**src/rtl/hw_to_sw_sender_pkg.sv**
```systemverilog
// Shared handshake constants and sender state type for the CPU PIO message path.
// The RECOVER state exists only when HW_SW_SEND_TIMEOUT_EN is defined.
package hw_sw_comm_pkg;

    localparam logic [1:0] SIG_IDLE = 2'd0;
    localparam logic [1:0] SIG_ACK  = 2'd1;
    localparam logic [1:0] SIG_MSG  = 2'd2;

    typedef enum logic [2:0] {
        ST_RESET,
        ST_IDLE,
        ST_SEND,
        ST_ACK_WAIT
`ifdef HW_SW_SEND_TIMEOUT_EN
        ,
        ST_RECOVER
`endif
    } send_state_e;

    function automatic logic [1:0] sig_of_state(send_state_e s);
        logic [1:0] sig;
        sig = SIG_IDLE;
        case (s)
            ST_SEND:     sig = SIG_MSG;
            ST_ACK_WAIT: sig = SIG_ACK;
            default:     sig = SIG_IDLE;
        endcase
        return sig;
    endfunction

endpackage

```
**src/rtl/hw_to_sw_sender_if.sv**
```systemverilog
// Producer/CPU-side bundle of the hardware-to-software sender.
// timeout_pulse is present only when HW_SW_SEND_TIMEOUT_EN is defined.
interface hw_to_sw_sender_if #(
    parameter int DATA_W     = 8,
    parameter int FIFO_DEPTH = 4
);
    localparam int CNT_W = $clog2(FIFO_DEPTH) + 1;

    logic              send_valid;
    logic [DATA_W-1:0] send_data;
    logic              send_ready;
    logic [1:0]        to_hw_sig;
    logic [1:0]        to_sw_sig;
    logic [DATA_W-1:0] to_sw_data;
    logic [CNT_W-1:0]  fifo_count;
    logic              busy;
`ifdef HW_SW_SEND_TIMEOUT_EN
    logic              timeout_pulse;
`endif

    modport master (
        output send_valid,
        output send_data,
        output to_hw_sig,
        input  send_ready,
        input  to_sw_sig,
        input  to_sw_data,
        input  fifo_count,
`ifdef HW_SW_SEND_TIMEOUT_EN
        input  timeout_pulse,
`endif
        input  busy
    );

    modport slave (
        input  send_valid,
        input  send_data,
        input  to_hw_sig,
        output send_ready,
        output to_sw_sig,
        output to_sw_data,
        output fifo_count,
`ifdef HW_SW_SEND_TIMEOUT_EN
        output timeout_pulse,
`endif
        output busy
    );

endinterface

```
**src/rtl/hw_to_sw_sender_fifo.sv**
```systemverilog
// Small synchronous FIFO holding words waiting to be handed to software.
module hw_sw_send_fifo #(
    parameter int DATA_W = 8,
    parameter int DEPTH  = 4,
    localparam int AW    = $clog2(DEPTH),
    localparam int CW    = AW + 1
) (
    input  logic              clk,
    input  logic              reset,
    input  logic              push_i,
    input  logic [DATA_W-1:0] data_i,
    input  logic              pop_i,
    output logic [DATA_W-1:0] head_o,
    output logic [CW-1:0]     count_o,
    output logic              full_o
);

    logic [DATA_W-1:0] mem_q [DEPTH];
    logic [AW-1:0]     wr_q, wr_d;
    logic [AW-1:0]     rd_q, rd_d;
    logic [CW-1:0]     count_q, count_d;
    logic              push_ok;
    logic              pop_ok;

    assign full_o  = (count_q == CW'(DEPTH));
    assign push_ok = push_i && !full_o;
    assign pop_ok  = pop_i && (count_q != '0);
    assign head_o  = mem_q[rd_q];
    assign count_o = count_q;

    always_comb begin
        wr_d    = wr_q;
        rd_d    = rd_q;
        count_d = count_q;
        if (push_ok) wr_d = wr_q + 1'b1;
        if (pop_ok)  rd_d = rd_q + 1'b1;
        case ({push_ok, pop_ok})
            2'b10:   count_d = count_q + 1'b1;
            2'b01:   count_d = count_q - 1'b1;
            default: count_d = count_q;
        endcase
    end

    always_ff @(posedge clk) begin
        if (reset) begin
            wr_q    <= '0;
            rd_q    <= '0;
            count_q <= '0;
        end else begin
            wr_q    <= wr_d;
            rd_q    <= rd_d;
            count_q <= count_d;
        end
    end

    // Storage needs no reset: a flush only moves the pointers.
    always_ff @(posedge clk) begin
        if (push_ok) mem_q[wr_q] <= data_i;
    end

endmodule

```
**src/rtl/hw_to_sw_sender.sv**
```systemverilog
// Hardware-to-software message sender: FIFO plus to_sw_sig/to_hw_sig handshake.
// Optional handshake watchdog enabled by defining HW_SW_SEND_TIMEOUT_EN.
module hw_to_sw_sender
    import hw_sw_comm_pkg::*;
#(
    parameter int DATA_W         = 8,
    parameter int FIFO_DEPTH     = 4,
    parameter int TIMEOUT_CYCLES = 1024
) (
    input logic               clk,
    input logic               reset,
    hw_to_sw_sender_if.slave  bus
);

    localparam int CNT_W = $clog2(FIFO_DEPTH) + 1;

    if (FIFO_DEPTH < 2 || (FIFO_DEPTH & (FIFO_DEPTH - 1)) != 0
        || TIMEOUT_CYCLES < 2) begin : g_bad_cfg
        $error("hw_to_sw_sender: bad FIFO_DEPTH or TIMEOUT_CYCLES");
    end

    send_state_e       state_q, state_d;
    logic [1:0]        sig_q;
    logic [DATA_W-1:0] data_q, data_d;
    logic [DATA_W-1:0] head;
    logic [CNT_W-1:0]  count;
    logic              full;
    logic              pop;
    logic              load;
    logic              busy;

    hw_sw_send_fifo #(
        .DATA_W (DATA_W),
        .DEPTH  (FIFO_DEPTH)
    ) u_fifo (
        .clk     (clk),
        .reset   (reset),
        .push_i  (bus.send_valid),
        .data_i  (bus.send_data),
        .pop_i   (pop),
        .head_o  (head),
        .count_o (count),
        .full_o  (full)
    );

    assign busy = (state_q == ST_SEND) || (state_q == ST_ACK_WAIT);

`ifdef HW_SW_SEND_TIMEOUT_EN
    localparam int TO_W = $clog2(TIMEOUT_CYCLES) + 1;

    logic [TO_W-1:0] tmo_cnt_q;
    logic            tmo_hit;
    logic            tmo_pulse_q;

    assign tmo_hit = busy && (tmo_cnt_q == TO_W'(TIMEOUT_CYCLES - 1));

    always_ff @(posedge clk) begin
        if (reset) begin
            tmo_cnt_q   <= '0;
            tmo_pulse_q <= 1'b0;
        end else begin
            tmo_pulse_q <= tmo_hit;
            if (load)
                tmo_cnt_q <= '0;
            else if (busy)
                tmo_cnt_q <= tmo_cnt_q + 1'b1;
        end
    end

    assign bus.timeout_pulse = tmo_pulse_q;
`endif

    always_comb begin
        state_d = state_q;
        data_d  = data_q;
        pop     = 1'b0;
        load    = 1'b0;
        unique case (state_q)
            ST_RESET: state_d = ST_IDLE;
            ST_IDLE: begin
                if (count != '0 && bus.to_hw_sig == SIG_IDLE) begin
                    state_d = ST_SEND;
                    load    = 1'b1;
                    data_d  = head;
                end
            end
            ST_SEND: begin
                if (bus.to_hw_sig == SIG_ACK) state_d = ST_ACK_WAIT;
            end
            ST_ACK_WAIT: begin
                if (bus.to_hw_sig == SIG_IDLE) begin
                    state_d = ST_IDLE;
                    pop     = 1'b1;
                end
            end
`ifdef HW_SW_SEND_TIMEOUT_EN
            ST_RECOVER: begin
                if (bus.to_hw_sig == SIG_IDLE) state_d = ST_IDLE;
            end
`endif
            default: state_d = ST_RESET;
        endcase
`ifdef HW_SW_SEND_TIMEOUT_EN
        // Watchdog wins over any handshake progress on the same edge.
        if (tmo_hit) begin
            state_d = ST_RECOVER;
            pop     = 1'b1;
        end
`endif
    end

    always_ff @(posedge clk) begin
        if (reset) begin
            state_q <= ST_RESET;
            sig_q   <= SIG_IDLE;
            data_q  <= '0;
        end else begin
            state_q <= state_d;
            sig_q   <= sig_of_state(state_d);
            data_q  <= data_d;
        end
    end

    assign bus.send_ready = !full;
    assign bus.to_sw_sig  = sig_q;
    assign bus.to_sw_data = data_q;
    assign bus.fifo_count = count;
    assign bus.busy       = busy;

endmodule

```
**src/flat_wrapper.sv**
```systemverilog
// flat-port wrapper written by rule: the top's interface ports become plain ports
module hw_to_sw_sender_flat import hw_sw_comm_pkg::*;
#(
    parameter int DATA_W         = 8,
    parameter int FIFO_DEPTH     = 4,
    parameter int TIMEOUT_CYCLES = 1024
)
  (clk, reset, bus_send_valid, bus_send_data, bus_to_hw_sig, bus_send_ready, bus_to_sw_sig, bus_to_sw_data, bus_fifo_count, bus_busy);
  hw_to_sw_sender_if #(.DATA_W(DATA_W), .FIFO_DEPTH(FIFO_DEPTH)) bus_i ();
  input logic clk;
  input logic reset;
  input wire logic [$bits(bus_i.send_valid)-1:0] bus_send_valid;
  input wire logic [$bits(bus_i.send_data)-1:0] bus_send_data;
  input wire logic [$bits(bus_i.to_hw_sig)-1:0] bus_to_hw_sig;
  output wire logic [$bits(bus_i.send_ready)-1:0] bus_send_ready;
  output wire logic [$bits(bus_i.to_sw_sig)-1:0] bus_to_sw_sig;
  output wire logic [$bits(bus_i.to_sw_data)-1:0] bus_to_sw_data;
  output wire logic [$bits(bus_i.fifo_count)-1:0] bus_fifo_count;
  output wire logic [$bits(bus_i.busy)-1:0] bus_busy;
  assign bus_i.send_valid = bus_send_valid;
  assign bus_i.send_data = bus_send_data;
  assign bus_i.to_hw_sig = bus_to_hw_sig;
  assign bus_send_ready = bus_i.send_ready;
  assign bus_to_sw_sig = bus_i.to_sw_sig;
  assign bus_to_sw_data = bus_i.to_sw_data;
  assign bus_fifo_count = bus_i.fifo_count;
  assign bus_busy = bus_i.busy;
  hw_to_sw_sender #(.DATA_W(DATA_W), .FIFO_DEPTH(FIFO_DEPTH), .TIMEOUT_CYCLES(TIMEOUT_CYCLES)) u_core (.clk(clk), .reset(reset), .bus(bus_i));
endmodule
```
**config.mk**
```make
export PLATFORM = sky130hd
export DESIGN_NAME = hw_to_sw_sender_flat
export DESIGN_NICKNAME = d
export VERILOG_FILES = /design/src/rtl/hw_to_sw_sender_pkg.sv /design/src/rtl/hw_to_sw_sender_if.sv /design/src/rtl/hw_to_sw_sender_fifo.sv /design/src/rtl/hw_to_sw_sender.sv /design/src/flat_wrapper.sv
export SDC_FILE = /design/constraint.sdc
export NUM_CORES = 1
export LEC_CHECK = 0
export BUFFER_PORTS_ARGS = -buffer_cell sky130_fd_sc_hd__buf_2
export CELL_PAD_IN_SITES_DETAIL_PLACEMENT = 1
export CELL_PAD_IN_SITES_GLOBAL_PLACEMENT = 2
export CORE_MARGIN = 4
export CORE_UTILIZATION = 42
export CTS_BUF_LIST = sky130_fd_sc_hd__clkbuf_2
export CTS_CLUSTER_SIZE = 24
export DETAILED_ROUTE_END_ITERATION = 7
export HOLD_SLACK_MARGIN = 0.15
export PLACE_DENSITY = 0.85
export RECOVER_POWER = 25
export SKIP_CTS_REPAIR_TIMING = 1
export SYNTH_ARGS = -nofsm -noshare
export SYNTH_HDL_FRONTEND = slang
export SYNTH_SLANG_ARGS = --single-unit
```
**constraint.sdc**
```tcl
create_clock -name clk -period 2.4 [get_ports clk]
set_input_delay 0.36 -clock clk [delete_from_list [all_inputs] [get_ports clk]]
set_output_delay 0.36 -clock clk [all_outputs]
set_load 0.02 [all_outputs]
```
---- After elaboration in Yosys (flattened, before gate mapping) ----
Memories as Yosys holds them, arrays and structs flattened. A register that Yosys moved wholly into a read port is not among the register bits.
Index checks and enable logic that the tools add are counted.
Widths: inputs -> output; s select.
cells by class
  equal/unequal tests ..................... 9
  reduce and logical (&&, ||, !) cells .... 10
  mux-type cells .......................... 10
  add/subtract/negate cells ............... 4
operators by type and width
  cell                 number
  $eq 3x2->1 const B   4
  $pmux 3 s4           1
  $mux 3               3
  $pmux 3 s2           1
  $add 2x1->2 const B  2
  $eq 2x1->1 const B   2
  $mux 1               4
  $pmux 2 s2           1
  $add 3x1->3 const B  1
  $eq 3x1->1 const B   1
  $eq 3x3->1 const B   1
  $logic_and 1x1->1    3
  $logic_not 3->1      1
  $reduce_bool 3->1    1
  $sub 3x1->3 const B  1
  $eq 2x2->1 const B   1
  $logic_not 2->1      1
  $reduce_and 2->1     1
  $reduce_bool 2->1    1
  $logic_not 1->1      1
  $logic_or 1x1->1     1
storage, ports and cells
  bits in registers ....................... 12
  memories ................................ 1
  bits in writable memories ............... 32
  input bits .............................. 13
  output and inout bits ................... 15
memories
  memory               depth  width  read ports  clocked after Yosys merged registers in  wr ports  line                        RTL
  u_core.u_fifo.mem_q  4      8      1           1                                        1         hw_to_sw_sender_fifo.sv:18  logic [DATA_W-1:0] mem_q [DEPTH];

---- Logic depth before layout (Yosys ltp) ----
Gate-level depths: netlist of the first run.
  depth after elaboration ................. 6
  mapped depth ............................ 9

---- Hierarchy ----
Synthesis of the first run repeated with hierarchy kept, for this count alone.
second synthesis, totals
  cell total of the unflattened synthesis .. 151
  area total of the unflattened synthesis .. 2,209.6 um^2
by module, submodules not included
  module           instances  cells an instance  area an instance (um^2)
  hw_sw_send_fifo  1          93                 1,625.3
  hw_to_sw_sender  1          58                 584.3

---- Least setup slack after synthesis of the first run ----
No wires, ideal clock.
  path type ............................... register -> register
  from .................................... register u_core.u_fifo.count_q[2] (netlist: u_core.u_fifo.count_o[2])
  to ...................................... register u_core.u_fifo.count_q[2] (netlist: u_core.u_fifo.count_o[2])
  data arrival time ....................... 2,259 ps
  stages on the path, launching flop included .. 10
  setup time .............................. 71 ps
  slack ................................... 70 ps
  cells stage by stage .................... dfxtp_1 > or3b_1 > buf_2 > nand2_1 > ha_1 > inv_1 > fa_1 > xor2_1 > or3_1 > a21oi_1
on the way
  cells in the longest elaborated chain, start to end .. 5
RTL lines
  element                                          line                        RTL
  start, declared                                  hw_to_sw_sender_fifo.sv:21  logic [CW-1:0] count_q, count_d;
  start signal, assigned                           hw_to_sw_sender_fifo.sv:52  count_q <= count_d;
  $eq 3x3->1 (*)                                   hw_to_sw_sender_fifo.sv:25  assign full_o = (count_q == CW'(DEPTH));
  $logic_not 1->1 (*)                              n/a
  net bus_send_ready                               flat_wrapper.sv:15          output wire logic [$bits(bus_i.send_ready)-1:0] bus_send_ready;
  $logic_and 1x1->1 (*)                            hw_to_sw_sender_fifo.sv:26  assign push_ok = push_i && !full_o;
  $eq 2x1->1 or $eq 2x2->1 (tied branches)         hw_to_sw_sender_fifo.sv:37  case ({push_ok, pop_ok})
  $pmux 3 s2 or $reduce_bool 2->1 (tied branches)  n/a
Mark *: on every way through the listed nets, which the timed path passes. The rest lies on a longest branch.
A chain may end at the register's enable or synchronous reset.

---- Worst setup path in the final report of the first run ----
  from .................................... register u_core.state_q[2]
  to ...................................... register u_core.u_fifo.count_q[2] (netlist: u_core.u_fifo.count_o[2])
on the way
  cells in the longest elaborated chain, start to end .. 5
RTL lines
  element                                          line                        RTL
  start, declared                                  hw_to_sw_sender.sv:22       send_state_e state_q, state_d;
  start signal, assigned                           hw_to_sw_sender.sv:118      state_q <= state_d;
  $eq 3x2->1 (*)                                   hw_to_sw_sender.sv:78       unique case (state_q)
  $mux 1 (*)                                       hw_to_sw_sender.sv:78
  $logic_and 1x1->1 (*)                            hw_to_sw_sender_fifo.sv:27  assign pop_ok = pop_i && (count_q != '0);
  net u_core.u_fifo.pop_ok                         hw_to_sw_sender_fifo.sv:23  logic pop_ok;
  $eq 2x1->1 or $eq 2x2->1 (tied branches)         hw_to_sw_sender_fifo.sv:37
  $pmux 3 s2 or $reduce_bool 2->1 (tied branches)  n/a
Marked as above.

==> results.md, run 1 <==
* Met2 Track Usage GR at 26.3%
* CP max FO at 6
* Starting Density at 43.1%
* Placed instance area at between 0.002 and 0.0025 mm2
* Critical path's slowest cell: dfxtp_2
* Routed WL at 4.45 mm
* Synth Net Count at between 150 and 200
* Final Cycle Share at 92.0%
* Synth warn at 0
* DRT Pass-1 Iters at 4
* RSZ-0062 raised after global routing: no
* Cell area after layout at ~0.0025 mm2
* Period minus WS final at 2.21 ns
* Crit path cell chain: and2b_1, and4_4, ha_1, inv_1, fa_1, xor2_1, or3_1, a21oi_1
* Top_reg_cell synth: edfxtp_1
* Residual DRC at 0
* Wire per inst at 17.0 um
* Final Hold Fails at 0
* Diode count at 0
* Met3 GRT Util at 4.15%
* IO Pins at 28
* Clk_lat worst skew at 0.42 ns
* Flop2flop setup slack at 0.19 ns
* Area Growth Syn to Fin at 14.6%
* Max-Cap Viols at 0
* Cell Area, Synth at 0.00219 mm2
* Worst path max stage delay at 0.41 ns
* CTS clk-pin slew, worst paths at 0.25 ns
* EDFF count, synth at 32
* Row cnt at 26
* Clk sink count at 52
* Static leakage at ~0.94 nW
* Fmax achieved at 453 MHz
* Footprint of the multi-input gates at 758 um2
* Reg area at between 0.001 and 0.0015 mm2
* Synthesized area per cell at 14.1 um2
* Maximum vdd ir drop at 0.393 mV
* Chip width at 80.2 um
* Starting DRT DRC Count at 36
* DR vias/cell at 5.32
* Layout filler cell count at 538
* Count of cell types in the netlist at 39
* Busiest grt layer: met2
* Finished Layout Cells at ~260
* Grt ovf at 0
* Power, Total at 1.48 mW
* Fin util at about half
* Worst min-delay path class: input pin to flip-flop
* Global-route wire length before repair at 7.26 mm
* Final TNS setup at 0 ns
* Mapped Cells at between 150 and 200
* Async SR Flop Fraction at 0%
* CTS buffer count at 5
* Min Hold Slack at about 0.26 ns
* Highest-count cells in the layout ignoring fill and taps: edfxtp_1 (32), buf_2 (20), dfxtp_1 (17)
* Vias in the first global route at 1487
* Port-buffer cells at 27
* Slew headroom at between 50% and 60%
* Status: finished, final reports clean
* Core Area at 0.00507 mm2
* Nets@finish at 210
* CTS tree: built
* Max H-tree Level at 2
* CP arrival at 2.56 ns
* Max Root-Sink Buffers at 2
* Die Y at between 80 and 90 um
* Final Slew Violations at 0
* Via count at 1394
* Placed Cells at 246
* All-layer global routing usage at approximately 15%
* Share of the synthesized area in the top cell type at 43.9%
* CTS Root Cell: clkbuf_2
* DRT antenna net count at 0
* Final Skew at 0.0175 ns
* WP data required at 2.76 ns
* Synth area leader: edfxtp_1
* Power density over cell area at 588 mW/mm2
* Setup Crit Path Kind: flip-flop to flip-flop
* Flops & latches, synth at 52
* Area contributors post-synth: edfxtp_1 (44%), dfxtp_1 (18%), mux4_2 (8.2%)
* Final setup violation count at 0
* Pin count of the biggest net entering global routing at 17
* Most common cell after layout, fill and taps aside: edfxtp_1
* Crit. End Element: flip-flop
* Worst Tran Pin Value at 0.670 ns
* Met1 usage in global routing at 17.8%
* Crit path buf inv count at 1
* GP Congestion at between 0.7 and 0.8
* Die Area at 0.00643 mm2
* Slack of the critical path at 0.193 ns
* CP Launch Type: flip-flop
* Initial antenna violation count at 0
* Sequential share of the synthesized area at 62.2%
* Top Family by Delay on Critical Path: simple AND/OR/NAND/NOR gates
* Layout cell share with drive strength beyond 1 at 25.0%
* Dpl ws at 0.172 ns
[cells in the mapped netlist (all sizes together) (2+ instances only)]
cell and n:
edfxtp 32, dfxtp 20, nand2 10, o311ai 9, mux4 8, nand4 8
a21oi 6, buf 6, inv 6, nor2 6, ha 5, and3 4
nand3 4, clkbuf 3, or3b 3, a21o 2, and2b 2, and4 2
nor2b 2, or2 2, or3 2, xor2 2
[registers in the layout (all words and copies together), names as in the netlist]
register	count
u_core.u_fifo.wr_q	2
u_core.bus.to_sw_sig	2
u_core.u_fifo.count_o	3
u_core.state_q	3
u_core.bus.to_sw_data	8
u_core.u_fifo.rd_q	2
u_core.u_fifo.mem_q	32
[worst paths after layout]
kind	start	end	cells after the start
min	bus_send_valid	u_core.u_fifo.wr_q[1]$_SDFFE_PP0P_	3
max	u_core.state_q[2]$_SDFF_PP0_	u_core.u_fifo.count_o[2]$_SDFFE_PP0P_	8
min reg2reg	u_core.bus.to_sw_data[4]$_SDFFE_PP0P_	u_core.bus.to_sw_data[4]$_SDFFE_PP0P_	2
max reg2reg	u_core.state_q[2]$_SDFF_PP0_	u_core.u_fifo.count_o[2]$_SDFFE_PP0P_	8
[per-layer routing]
| metal | vias to the layer above | part of all wire (%) |
|---|---|---|
| li1 | 663 | - |
| met1 | 693 | 41 |
| met2 | 31 | 53 |
| met3 | 7 | 4.3 |
| met4 | 0 | 1.1 |
| met5 | - | 0 |
[power by group]
group	total, mW	switching [mW]	internal, mW
Combinational	0.138	0.0857	0.0523
Clock	0.343	0.265	0.0779
Sequential	0.995	0.0163	0.979
Total	1.48	0.367	1.11
[cell type report]
| class | count | share of cell area, % |
|---|---|---|
| clock buffers | 6 | 1.20 |
| clock inverters | 2 | 0.648 |
| inverters | 6 | 0.898 |
| multi-input cells | 88 | 30.2 |
| flip-flops and latches | 52 | 54.4 |
| well taps | 70 | 3.49 |
| repair buffers | 38 | 9.13 |
[cells by family (layout without fill, tap and decap cells)]
group / count (synthesis) / after routing / share of synthesized area [%]
XOR/XNOR: 2 / 2 / 0.800
AO/OA/AOI/OAI: 21 / 21 / 7.14
adder cells (fa/ha/maj): 6 / 6 / 3.77
AND/OR/NAND/NOR: 49 / 49 / 13.8
flip-flops: 52 / 52 / 62.2
buffers and inverters: 15 / 52 / 3.20
multiplexers: 9 / 9 / 8.91
other: 1 / 1 / 0.171
[tightest hold or removal path: stages]
cell and delay [ns]:
buf_2 0.14, nand3_1 0.10, a21oi_2 0.05
Power figures use the tool's default switching activity.
==> run 2, diff against run 1 <==
--- a/config.mk
+++ b/config.mk
@@ -14,7 +14,7 @@
 export CTS_CLUSTER_SIZE = 24
 export DETAILED_ROUTE_END_ITERATION = 7
 export HOLD_SLACK_MARGIN = 0.15
-export PLACE_DENSITY = 0.85
+export PLACE_DENSITY_LB_ADDON = 0.08
 export RECOVER_POWER = 25
 export SKIP_CTS_REPAIR_TIMING = 1
 export SYNTH_ARGS = -nofsm -noshare
==> constraint.sdc (replaced) <==
create_clock -name clk -period 2.2 [get_ports clk]
set_input_delay 0.33 -clock clk [delete_from_list [all_inputs] [get_ports clk]]
set_output_delay 0.33 -clock clk [all_outputs]
set_load 0.02 [all_outputs]
==> run 2 against run 1 <==
Combinational power grew 14%. Clock power up 20%. Worst setup slack worse by 0.13 ns. First-iteration DRC count is 5.6% lower. Sequential power grew 9%. Clock skew fell by 0.0014 ns. Critical endpoint unchanged. Cell area grew 3.0%. Core utilization up 1.5 points. Hold slack worse by 0.058 ns. Sequential cell count unchanged. Largest power group unchanged. Clock-buffer cell count down 1.
==> results.md, run 2 (same netlist as run 1, synthesis figures left out) <==
* Period minus WS final at 2.13 ns (-0.0735 ns)
* CP arrival at 2.52 ns (-0.04 ns)
* Crit. End Element: flip-flop
* Die Y at 80.2 um (unchanged)
* Slew headroom at 53.8% (-1.3 points)
* Met3 GRT Util at 4.37% (+0.22 points)
* DRT Pass-1 Iters at 4 (unchanged)
* Row cnt at 26 (unchanged)
* Critical path's slowest cell: dfxtp_4
* Fmax achieved at 469 MHz (+3.4%)
* Max Root-Sink Buffers at 2 (unchanged)
* IO Pins at 28 (unchanged)
* Crit path buf inv count at 1 (unchanged)
* Via count at 1379 (-1.1%)
* CTS clk-pin slew, worst paths at 0.27 ns (+0.02 ns)
* Busiest grt layer: met2
* Top Family by Delay on Critical Path: simple AND/OR/NAND/NOR gates
* CP max FO at 6 (unchanged)
* Layout filler cell count at 549 (+2.0%)
* Final Hold Fails at 0 (unchanged)
* Max H-tree Level at 2 (unchanged)
* Starting Density at 43.1% (unchanged)
* DRT antenna net count at 0 (unchanged)
* Status: finished, final reports clean
* DR vias/cell at 5.16 (-2.9%)
* Vias in the first global route at 1471 (-1.1%)
* Fin util at 50.9% (+1.5 points)
* Port-buffer cells at 27 (unchanged)
* Routed WL at 4.28 mm (-3.9%)
* Chip width at 80.2 um (unchanged)
* Final setup violation count at 0 (unchanged)
* CTS Root Cell: clkbuf_2
* Final Skew at 0.0161 ns (-0.00136 ns)
* Worst Tran Pin Value at 0.690 ns (+0.0195 ns)
* Final Cycle Share at 97.0% (+5.0 points)
* Worst min-delay path class: input pin to flip-flop
* Clk sink count at 52 (unchanged)
* Max-Cap Viols at 0 (unchanged)
* All-layer global routing usage at 14.5% (-0.51 points)
* Initial antenna violation count at 0 (unchanged)
* Diode count at 0 (unchanged)
* Highest-count cells in the layout ignoring fill and taps: edfxtp_1 (32), buf_2 (19), dfxtp_1 (17)
* Power density over cell area at 639 mW/mm2 (+8.5%)
* Global-route wire length before repair at 7.08 mm (-2.5%)
* Static leakage at 0.973 nW (+3.0%)
* Core Area at 0.00507 mm2 (unchanged)
* Starting DRT DRC Count at 34 (-5.6%)
* Layout cell share with drive strength beyond 1 at 27.9% (+2.9 points)
* CP Launch Type: flip-flop
* Most common cell after layout, fill and taps aside: edfxtp_1
* Residual DRC at 0 (unchanged)
* Largest Register: u_core.u_fifo.mem_q
* GP Congestion at 0.791 (-0.53%)
* Final Slew Violations at 0 (unchanged)
* Pin count of the biggest net entering global routing at 19 (+2)
* Die Area at 0.00643 mm2 (unchanged)
* Placed Cells at 249 (+1.2%)
* Met1 usage in global routing at 17.3% (-0.53 points)
* Area Growth Syn to Fin at 18.1%
* Maximum vdd ir drop at 0.377 mV (-4.2%)
* Met2 Track Usage GR at 25.7% (-0.66 points)
* Largest register FFs at 32 (unchanged)
* Nets@finish at 215 (+2.4%)
* Finished Layout Cells at 267 (+1.9%)
* Crit path cell chain: or3b_4, nand2_2, ha_4, inv_1, fa_2, xor2_1, or3_1, a21oi_2
* Grt ovf at 0 (unchanged)
* Placed wire-length estimate at 3.11 mm
* CTS tree: built
* RSZ-0062 raised after global routing: no
* WP data required at 2.59 ns (-0.17 ns)
* Wire per inst at 16.0 um (-5.7%)
* Setup Crit Path Kind: flip-flop to flip-flop
* Clk_lat worst skew at 0.43 ns (about the same)
* CTS buffer count at 5 (unchanged)
* Worst path max stage delay at 0.43 ns (+0.02 ns)
-- run 2: cell count changes in the layout (fill, tap and decap cells not counted), sizes merged --
cell,delta
buf,+2
dlygate4sd3,+2
inv,+1
-- run 2: power by group --
part	total (mW)	leakage (nW)	switching, mW	internal (mW)
combinational	0.158	0.483	0.0945	0.0631
clock	0.410	0.0311	0.321	0.0892
sequential	1.08	0.458	0.0154	1.07
-- run 2: per-layer routing --
| layer | part of all wire [%] | up-vias |
|---|---|---|
| li1 | - | 675 |
| met1 | 45 | 675 |
| met2 | 50 | 27 |
| met3 | 4.2 | 2 |
| met4 | 0.47 | 0 |
| met5 | 0 | - |
-- run 2: worst paths after layout --
path	startpoint	slack, ns	cells after the start	endpoint
worst min-delay path	bus_send_valid	0.20	3	u_core.u_fifo.wr_q[0]$_SDFFE_PP0P_
worst max register to register	u_core.u_fifo.count_o[0]$_SDFFE_PP0P_	0.07	8	u_core.u_fifo.count_o[2]$_SDFFE_PP0P_
worst max-delay path	u_core.u_fifo.count_o[0]$_SDFFE_PP0P_	0.07	8	u_core.u_fifo.count_o[2]$_SDFFE_PP0P_
worst min register to register	u_core.bus.to_sw_data[2]$_SDFFE_PP0P_	0.48	2	u_core.bus.to_sw_data[2]$_SDFFE_PP0P_
-- run 2: metrics by stage --
stage	hold slack, ns	area (um2)	TNS [ns]	worst slack (ns)	power (mW)
floorplan	0.429	2200	0	0.0108	1.19
global placement	0.452	2420	0	0.0991	1.24
detailed placement	0.459	2420	0	0.00278	1.25
CTS	0.0489	2470	-0.0543	-0.0543	1.66
global route	0.157	2580	0	0.00335	1.76
finish	0.205	2580	0	0.0663	1.65
-- run 2: area by class of cell --
class	count	area (um2)	share of cell area (%)
Timing Repair Buffer	43	270	10.5
Tap cell	70	87.6	3.39
Clock buffer	5	25.0	0.968
Inverter	6	22.5	0.871
Clock inverter	3	27.5	1.06
Multi-Input combinational cell	88	782	30.3
Sequential cell	52	1370	53.0
-- run 2: worst reg2reg max path: cells and delay by family (launching register included) --
kind / cells / cell delay, ns
AND/OR/NAND/NOR: 3 / 0.88
AO/OA/AOI/OAI: 1 / 0.13
buffers and inverters: 1 / 0.05
flip-flops: 1 / 0.43
XOR/XNOR: 1 / 0.15
adder cells (fa/ha/maj): 2 / 0.46
==> run 3, diff against run 2 <==
--- a/config.mk
+++ b/config.mk
@@ -15,7 +15,7 @@
 export DETAILED_ROUTE_END_ITERATION = 7
 export HOLD_SLACK_MARGIN = 0.15
 export PLACE_DENSITY_LB_ADDON = 0.08
-export RECOVER_POWER = 25
+export RECOVER_POWER = 100
 export SKIP_CTS_REPAIR_TIMING = 1
 export SYNTH_ARGS = -nofsm -noshare
 export SYNTH_HDL_FRONTEND = slang
==> run 3 against run 2 <==
Register-to-register slack about the same. Critical path type unchanged. Clock power about the same. Sequential share of layout area is 0.73 points higher. Via count shrank 0.29%. Die area unchanged.
==> results.md, run 3 (same netlist as run 1, synthesis figures left out) <==
* Final setup violation count at 0 (unchanged)
* Final Slew Violations at 0 (unchanged)
* Row cnt at 26 (unchanged)
* Finished Layout Cells at 267 (unchanged)
* Fmax achieved at 468 MHz (-0.11%)
* Die Y at 80.2 um (unchanged)
* CTS tree: built
* Pin count of the biggest net entering global routing at 19 (unchanged)
* All-layer global routing usage at 14.5% (unchanged)
* WP data required at 2.58 ns (about the same)
* Hold endpoint: u_core.u_fifo.wr_q[0]$_SDFFE_PP0P_
* Crit. End Element: flip-flop
* Final Hold Fails at 0 (unchanged)
* Maximum vdd ir drop at 0.377 mV (about the same)
* Hold Startpoint: bus_send_valid
* Worst path max stage delay at 0.43 ns (about the same)
* Period minus WS final at 2.14 ns (+0.00225 ns)
* Core Area at 0.00507 mm2 (unchanged)
* Starting Density at 43.1% (unchanged)
* Clk_lat worst skew at 0.43 ns (about the same)
* Highest-count cells in the layout ignoring fill and taps: edfxtp_1 (32), clkbuf_1 (23), dfxtp_1 (17)
* Final Skew at 0.0137 ns (-0.00243 ns)
* Area Growth Syn to Fin at 16.5%
* Crit path cell chain: or3b_4, nand2_2, ha_4, inv_1, fa_2, xor2_1, or3_1, a21oi_2
* Placed Cells at 249 (unchanged)
* Global-route wire length before repair at 7.08 mm (unchanged)
* Initial antenna violation count at 0 (unchanged)
* Layout cell share with drive strength beyond 1 at 20.3% (-7.6 points)
* Worst R2R Start: u_core.u_fifo.count_o[0]$_SDFFE_PP0P_
* CTS buffer count at 5 (unchanged)
* CTS clk-pin slew, worst paths at 0.27 ns (about the same)
* IO Pins at 28 (unchanged)
* CTS Root Cell: clkbuf_2
* Slew headroom at 50.5% (-3.3 points)
* DRT Pass-1 Iters at 4 (unchanged)
* Placed instance area at 0.00242 mm2 (unchanged)
* Critical path's slowest cell: dfxtp_4
* Max Root-Sink Buffers at 2 (unchanged)
* Worst min-delay path class: input pin to flip-flop
* Starting DRT DRC Count at 32 (-5.9%)
* Clk sink count at 52 (unchanged)
* Placed wire-length estimate at 3.11 mm (unchanged)
* Via count at 1375 (-0.29%)
* Residual DRC at 0 (unchanged)
* Hold depth at 3 (unchanged)
* Most common cell after layout, fill and taps aside: edfxtp_1
* CP Launch Type: flip-flop
* Chip width at 80.2 um (unchanged)
* Setup Crit Path Kind: flip-flop to flip-flop
* Vias in the first global route at 1471 (unchanged)
* DRT antenna net count at 0 (unchanged)
* Routed WL at 4.30 mm (+0.54%)
* Max H-tree Level at 2 (unchanged)
* Port-buffer cells at 27 (unchanged)
* DR vias/cell at 5.15 (-0.29%)
* Worst Tran Pin Value at 0.741 ns (+0.0510 ns)
* Cell depth of the worst flop-to-flop path at 8 (unchanged)
* CP max FO at 6 (unchanged)
* Reg-to-reg endpoint: u_core.u_fifo.count_o[2]$_SDFFE_PP0P_
* RSZ-0062 raised after global routing: no
* Largest register FFs at 32 (unchanged)
* Max-Cap Viols at 0 (unchanged)
* Final Cycle Share at 97.1% (+0.10 points)
* Largest Register: u_core.u_fifo.mem_q
* Die Area at 0.00643 mm2 (unchanged)
* GP Congestion at 0.791 (unchanged)
* Flop2flop setup slack at 0.06 ns (about the same)
* Diode count at 0 (unchanged)
* Nets@finish at 215 (unchanged)
* Cell area after layout at 0.00255 mm2 (-1.4%)
* Power density over cell area at 646 mW/mm2 (+1.2%)
* CP arrival at 2.52 ns (about the same)
* Grt ovf at 0 (unchanged)
* Static leakage at 0.909 nW (-6.5%)
* Wire per inst at 16.1 um (+0.54%)
* Status: finished, final reports clean
==> run 3: routing by layer <==
metal / up-vias / global-route usage (%) / wire, um
met5: - / 0 / 0
met4: 0 / 3.55 / 20
met3: 2 / 4.37 / 177
met2: 25 / 25.7 / 2130
met1: 673 / 17.3 / 1970
li1: 675 / - / -
==> run 3: worst max path at each step <==
stage | start | endpoint | slack, ns
CTS | u_core.u_fifo.count_o[0]$_SDFFE_PP0P_ | u_core.u_fifo.count_o[2]$_SDFFE_PP0P_ | -0.05
detailed placement | u_core.u_fifo.count_o[0]$_SDFFE_PP0P_ | u_core.u_fifo.count_o[2]$_SDFFE_PP0P_ | 0.003
global placement | bus_to_hw_sig[0] | u_core.u_fifo.count_o[2]$_SDFFE_PP0P_ | 0.1
floorplan | u_core.u_fifo.count_o[0]$_SDFFE_PP0P_ | u_core.u_fifo.count_o[2]$_SDFFE_PP0P_ | 0.01
finish | u_core.u_fifo.count_o[0]$_SDFFE_PP0P_ | u_core.u_fifo.count_o[2]$_SDFFE_PP0P_ | 0.06
global route | u_core.u_fifo.count_o[0]$_SDFFE_PP0P_ | u_core.u_fifo.count_o[2]$_SDFFE_PP0P_ | 0.003
==> run 3: power breakdown <==
group	switching (mW)	total [mW]	internal (mW)
clock	0.320	0.409	0.0892
sequential	0.0157	1.08	1.07
combinational	0.0936	0.155	0.0615
total	0.429	1.65	1.22
==> run 3: area by class of cell <==
type	count	area (um2)
Fill cell	555	2520
Sequential cell	52	1370
Multi-Input combinational cell	88	773
Timing Repair Buffer	43	244
Tap cell	70	87.6
Clock inverter	3	27.5
Clock buffer	5	25.0
Inverter	6	22.5
==> run 3: through the flow <==
stage / utilization [%] / hold slack, ns / setup WS (ns) / power [mW] / setup TNS [ns]
2_1_floorplan: - / 0.429 / 0.0108 / 1.19 / 0
3_3_place_gp: 47.6 / 0.452 / 0.0991 / 1.24 / 0
3_5_place_dp: 47.6 / 0.459 / 0.00278 / 1.25 / 0
4_1_cts: 48.6 / 0.0489 / -0.0543 / 1.66 / -0.0543
5_1_grt: 50.2 / 0.157 / 0.00255 / 1.75 / 0
6_report: 50.2 / 0.207 / 0.0641 / 1.65 / 0
==> run 3: worst max-delay path: cells and delay by family, from the launching register on <==
kind                       cells  cell delay [ns]
and+or+nand+nor                3             0.87
adders and majority gates      2             0.46
AOI/OAI and AO/OA              1             0.13
DFF                            1             0.43
xor gates and xnor gates       1             0.15
buffers and inverters          1             0.05
